$ cat config.mk
export PLATFORM = sky130hd
export DESIGN_NAME = mem_arbiter
export DESIGN_NICKNAME = d
export VERILOG_FILES = /design/src/rtl/mem_arbiter.sv
export SDC_FILE = /design/constraint.sdc
export NUM_CORES = 1
export LEC_CHECK = 0
export CORE_ASPECT_RATIO = 0.9
export CORE_MARGIN = 2
export CORE_UTILIZATION = 39
export CTS_CLUSTER_DIAMETER = 60
export DETAILED_ROUTE_END_ITERATION = 10
export PLACE_DENSITY_LB_ADDON = 0.25
export SETUP_SLACK_MARGIN = 0.15
export SLEW_MARGIN = 15
export SYNTH_ARGS = -nofsm -noshare
export SYNTH_HDL_FRONTEND = slang
export SYNTH_SLANG_ARGS = --single-unit
$ cat constraint.sdc
create_clock -name clk -period 2.17 [get_ports clk]
set_input_delay 0.434 -clock clk [delete_from_list [all_inputs] [get_ports clk]]
set_output_delay 0.434 -clock clk [all_outputs]
set_load 0.005 [all_outputs]
$ cat src/rtl/mem_arbiter.sv
// rtl/mem_arbiter.sv - shares one single-port synchronous memory between fetch and data ports.
// Define MEM_ARB_RR_EN to alternate grants on fetch/data conflicts instead of fixed data priority.
module mem_arbiter #(
   parameter int ADDR_W = 16,
   parameter int RD_LAT = 2
) (
   input  logic              clk,
   input  logic              reset,
   input  logic              ireq,
   input  logic [31:0]       iaddr,
   output logic [31:0]       irdata,
   output logic              iready,
   input  logic              dreq,
   input  logic              dwe,
   input  logic [31:0]       daddr,
   input  logic [31:0]       dwdata,
   output logic [31:0]       drdata,
   output logic              dready,
   output logic              mem_en,
   output logic              mem_we,
   output logic [ADDR_W-1:0] mem_addr,
   output logic [31:0]       mem_wdata,
   input  logic [31:0]       mem_rdata
);

   typedef enum logic [1:0] {IDLE, ISSUE, WAIT, DONE} state_t;
   typedef enum logic {INSTR = 1'b0, DATA = 1'b1} gnt_t;

   localparam logic [3:0] LAT = 4'(RD_LAT);

   state_t              state_q, state_d;
   gnt_t                gnt_q, gnt_d;
   logic                we_q, we_d;
   logic [ADDR_W-1:0]   addr_q, addr_d;
   logic [31:0]         wdata_q, wdata_d;
   logic [3:0]          cnt_q, cnt_d;
   logic [31:0]         irdata_q, irdata_d;
   logic [31:0]         drdata_q, drdata_d;
   logic                pick_data;

`ifdef MEM_ARB_RR_EN
   gnt_t                last_q, last_d;

   // On a conflict the requester that was not served last wins.
   assign pick_data = dreq && (!ireq || (last_q == INSTR));
`else
   assign pick_data = dreq;
`endif

   always_ff @(posedge clk) begin
      if (reset) begin
         state_q  <= IDLE;
         gnt_q    <= INSTR;
         we_q     <= 1'b0;
         addr_q   <= '0;
         wdata_q  <= '0;
         cnt_q    <= '0;
         irdata_q <= '0;
         drdata_q <= '0;
`ifdef MEM_ARB_RR_EN
         last_q   <= INSTR;
`endif
      end else begin
         state_q  <= state_d;
         gnt_q    <= gnt_d;
         we_q     <= we_d;
         addr_q   <= addr_d;
         wdata_q  <= wdata_d;
         cnt_q    <= cnt_d;
         irdata_q <= irdata_d;
         drdata_q <= drdata_d;
`ifdef MEM_ARB_RR_EN
         last_q   <= last_d;
`endif
      end
   end

   always_comb begin
      state_d  = state_q;
      gnt_d    = gnt_q;
      we_d     = we_q;
      addr_d   = addr_q;
      wdata_d  = wdata_q;
      cnt_d    = cnt_q;
      irdata_d = irdata_q;
      drdata_d = drdata_q;
`ifdef MEM_ARB_RR_EN
      last_d   = last_q;
`endif
      case (state_q)
         IDLE: begin
            if (dreq || ireq) begin
               if (pick_data) begin
                  gnt_d   = DATA;
                  addr_d  = daddr[ADDR_W+1:2];
                  wdata_d = dwdata;
                  we_d    = dwe;
               end else begin
                  gnt_d   = INSTR;
                  addr_d  = iaddr[ADDR_W+1:2];
                  wdata_d = '0;
                  we_d    = 1'b0;
               end
`ifdef MEM_ARB_RR_EN
               last_d  = pick_data ? DATA : INSTR;
`endif
               state_d = ISSUE;
            end
         end
         ISSUE: begin
            if (we_q) begin
               state_d = DONE;
            end else begin
               cnt_d   = LAT;
               state_d = WAIT;
            end
         end
         WAIT: begin
            cnt_d = cnt_q - 4'd1;
            // Count reaches 1 in the RD_LAT-th cycle after ISSUE, when mem_rdata is valid.
            if (cnt_q == 4'd1) begin
               if (gnt_q == DATA) begin
                  drdata_d = mem_rdata;
               end else begin
                  irdata_d = mem_rdata;
               end
               state_d = DONE;
            end
         end
         DONE: begin
            state_d = IDLE;
         end
         default: begin
            state_d = IDLE;
         end
      endcase
   end

   assign mem_en    = (state_q == ISSUE);
   assign mem_we    = (state_q == ISSUE) && we_q;
   assign mem_addr  = addr_q;
   assign mem_wdata = wdata_q;
   assign iready    = (state_q == DONE) && (gnt_q == INSTR);
   assign dready    = (state_q == DONE) && (gnt_q == DATA);
   assign irdata    = irdata_q;
   assign drdata    = drdata_q;

   logic unused_addr_bits;
   assign unused_addr_bits = ^{iaddr[1:0], iaddr[31:ADDR_W+2], daddr[1:0], daddr[31:ADDR_W+2]};

endmodule

==> qor.csv <==
metric;value;unit
Total GRT Usage;21.8;%
CP max FO;5;
router iterations before antenna repair;6;
setup tns final;0;ps
initial antenna violation count;0;
minimum clock period after layout;1930;ps
Syn Inst Count;553;
Setup crit end kind;primary output;
die area;12900;um2
Seq. cell area;2400;um2
Leak Pwr;0.00271;uW
Post-CTS Setup Bufs;0;
antenna-violating nets left;0;
mapped cell area;4680;um2
Worst IR Drop VDD;0.000667;V
Hold Violations, Final;0;
dpl cells;895;
Slowest cell on crit path;dfxtp_2;
I/O pin cnt;249;
outcome;finished, final reports clean;
ant diodes;0;
CP Data Required Time;1740;ps
placed inst area;6900;um2
share of post-route cells with drive strength above 1;9.86;%
hpwl dp;9590;um
Fin Hold WS;446;ps
Vias;4544;
CTS buffer count;17;
vias in the first global route;4533;
end of the critical path;mem_we;
clock sinks;120;
reg2reg end;irdata[23]$_SDFFE_PP0P_;
WP buf/inv;3;
Max clock buf depth;2;
crit path cell chain;inv_1, ha_4, nand2_2, inv_2, dlygate4sd2_1;
Multi-input gate area;2010;um2
first-pass GRT wire length;21900;um
Die W;119;um
Worst Tran Pin Value;478;ps
P&R area growth vs syn;60.5;%
number of max-cap violations;0;
Crit Path Category;flip-flop to primary output;
period utilisation layout;88.9;%
clock transition at the registers of the reported paths;50;ps
post-synth cell types;32;
# fillers;969;
Seq/Total Area, Yosys;51.4;%
Worst setup SP type;flip-flop;
Iteration-0 DRC Markers;292;
Crit. path cell count;5;
final wirelength;13600;um
Final Skew;6.94;ps
commonest cells after routing, fill and taps aside;clkdlybuf4s50_1 (210), nand2_1 (165), dfxtp_1 (118), a21oi_1 (83), nand3_1 (33);
IO Port Bufs;216;
routed len/inst;14.7;um
post-route cell area;7500;um2
Post-Route Utilization;64.8;%
routability cong.;0.773;
Max Transition Viols Final;0;
Residual DRC;0;
worst hold path type;flip-flop to flip-flop;
Reg2Reg Depth;6;
Root Driver;clkbuf_16;
Slew headroom;67.8;%
critical path's top delay family;buffers and inverters;
CP Launch Point;state_q[1]$_SDFFE_PP0P_;
largest net degree at the start of global routing;44;
Finished Layout Cells;927;
Max Fclk;518;MHz
syn nets;693;
Core Rows;37;
RSZ-0062 raised after global routing;false;
Via density;4.90;
Max stage delay on crit path;370;ps
clock latency on the worst-skew pair;420;ps
Die H;108;um
htree depth;4;
commonest non-fill, non-tap cell in the layout;clkdlybuf4s50_1;
grt total ovfl;0;
Ys Warns;0;
Core ar.;11600;um2
Seq cells post-synth;120;
worst path arrival time;1500;ps
final setup fails;0;
Syn Area/Cell;8.46;um2
Final nets;898;
worst r2r src;state_q[0]$_SDFFE_PP0P_;
flop-to-flop setup slack;330;ps
initial core utilization;40.4;%
pwr/cell area;946;nW/um2
CTS tree;done;
-- cells by family (layout without fill, tap and decap cells) --
family / Yosys count / after routing / synth area share [%]
flip-flops: 120 / 120 / 51.4
AND/OR/NAND/NOR: 232 / 232 / 20.5
multiplexers: 18 / 18 / 3.88
adder cells (fa/ha/maj): 7 / 7 / 1.87
AO/OA/AOI/OAI: 127 / 127 / 16.5
buffers and inverters: 49 / 267 / 5.97
-- where the power goes --
group | switching [uW] | internal, uW | total (uW)
Clock | 947 | 1820 | 2770
Combinational | 840 | 878 | 1720
Sequential | 157 | 2460 | 2610
-- per-layer routing --
| layer | track usage (%) | vias up | part of all wire, % |
|---|---|---|---|
| met4 | 9.83 | 0 | 1.8 |
| met3 | 9.00 | 19 | 8.4 |
| met2 | 37.9 | 164 | 49 |
| met5 | 0 | - | 0 |
| met1 | 23.2 | 2105 | 41 |
| li1 | - | 2256 | - |
-- Yosys cell counts --
cell      instances  area [um2]
a221o_1           1        10.0
buf_1             3        11.3
mux2i_1          17         170
a21o_1            1        7.51
and3_1            1        6.26
nand3_1          33         165
inv_1             5        18.8
or3b_1            1        8.76
or2b_4            1        11.3
nor3b_1           1        7.51
nand2_1         166         623
nor2b_1           3        18.8
nor2_1           21        78.8
clkbuf_8          1        13.8
and4bb_1          1        12.5
a21oi_2          19         166
a21oi_1          83         415
and2b_1           1        7.51
o21ai_0           2        10.0
clkbuf_1         16        60.1
mux2_2            1        11.3
ha_1              7        87.6
buf_4             2        15.0
dfxtp_1         120        2400
o21ai_2           1        8.76
a211oi_1         16         120
buf_6             8        90.1
and2_1            2        12.5
a31o_2            1        8.76
nor3_1            1        5.00
buf_2            14        70.1
a22oi_1           3        22.5
-- tightest hold or removal path, stage by stage, from the launching register on --
cell     delay (ps)
dfxtp_1         300
nand2_1          50
a21oi_1          50
-- worst min path at each step --
stage / slack [ps] / cells past startpoint / to / startpoint
after global routing: 470 / 2 / mem_wdata[29]$_SDFFE_PP0P_ / mem_wdata[29]$_SDFFE_PP0P_
after global placement: 440 / 2 / mem_wdata[16]$_SDFFE_PP0P_ / mem_wdata[16]$_SDFFE_PP0P_
after CTS: 450 / 2 / cnt_q[3]$_SDFFE_PP0P_ / reset
after floorplan: 450 / 2 / we_q$_SDFFE_PP0P_ / we_q$_SDFFE_PP0P_
final: 450 / 2 / mem_wdata[29]$_SDFFE_PP0P_ / mem_wdata[29]$_SDFFE_PP0P_
after detailed placement: 450 / 2 / mem_wdata[29]$_SDFFE_PP0P_ / mem_wdata[29]$_SDFFE_PP0P_
-- through the flow --
step	setup slack, ps	total power [uW]
after detailed placement	308	4350
after global placement	351	4290
after floorplan	566	3510
final	240	7100
after CTS	162	7150
after global routing	152	7460
-- registers in the layout, summed over array words and instances (netlist names) --
register   flops
cnt_q          4
drdata        32
gnt_q          1
irdata        32
mem_addr      16
mem_wdata     32
state_q        2
we_q           1
-- timing repair --
action                     CTS  global route
gates resized for setup      7             3
setup endpoints to repair    4             1
hold buffers                 0             0
-- area by class of cell --
| class | count | area share, % |
|---|---|---|
| multi-input cells | 384 | 26.8 |
| clock inverters | 9 | 1.27 |
| flip-flops and latches | 120 | 32.0 |
| repair buffers | 230 | 30.4 |
| inverters | 5 | 0.250 |
| well taps | 156 | 2.60 |
| clock buffers | 23 | 6.64 |
Note: power is estimated with default switching activity, not from simulation.
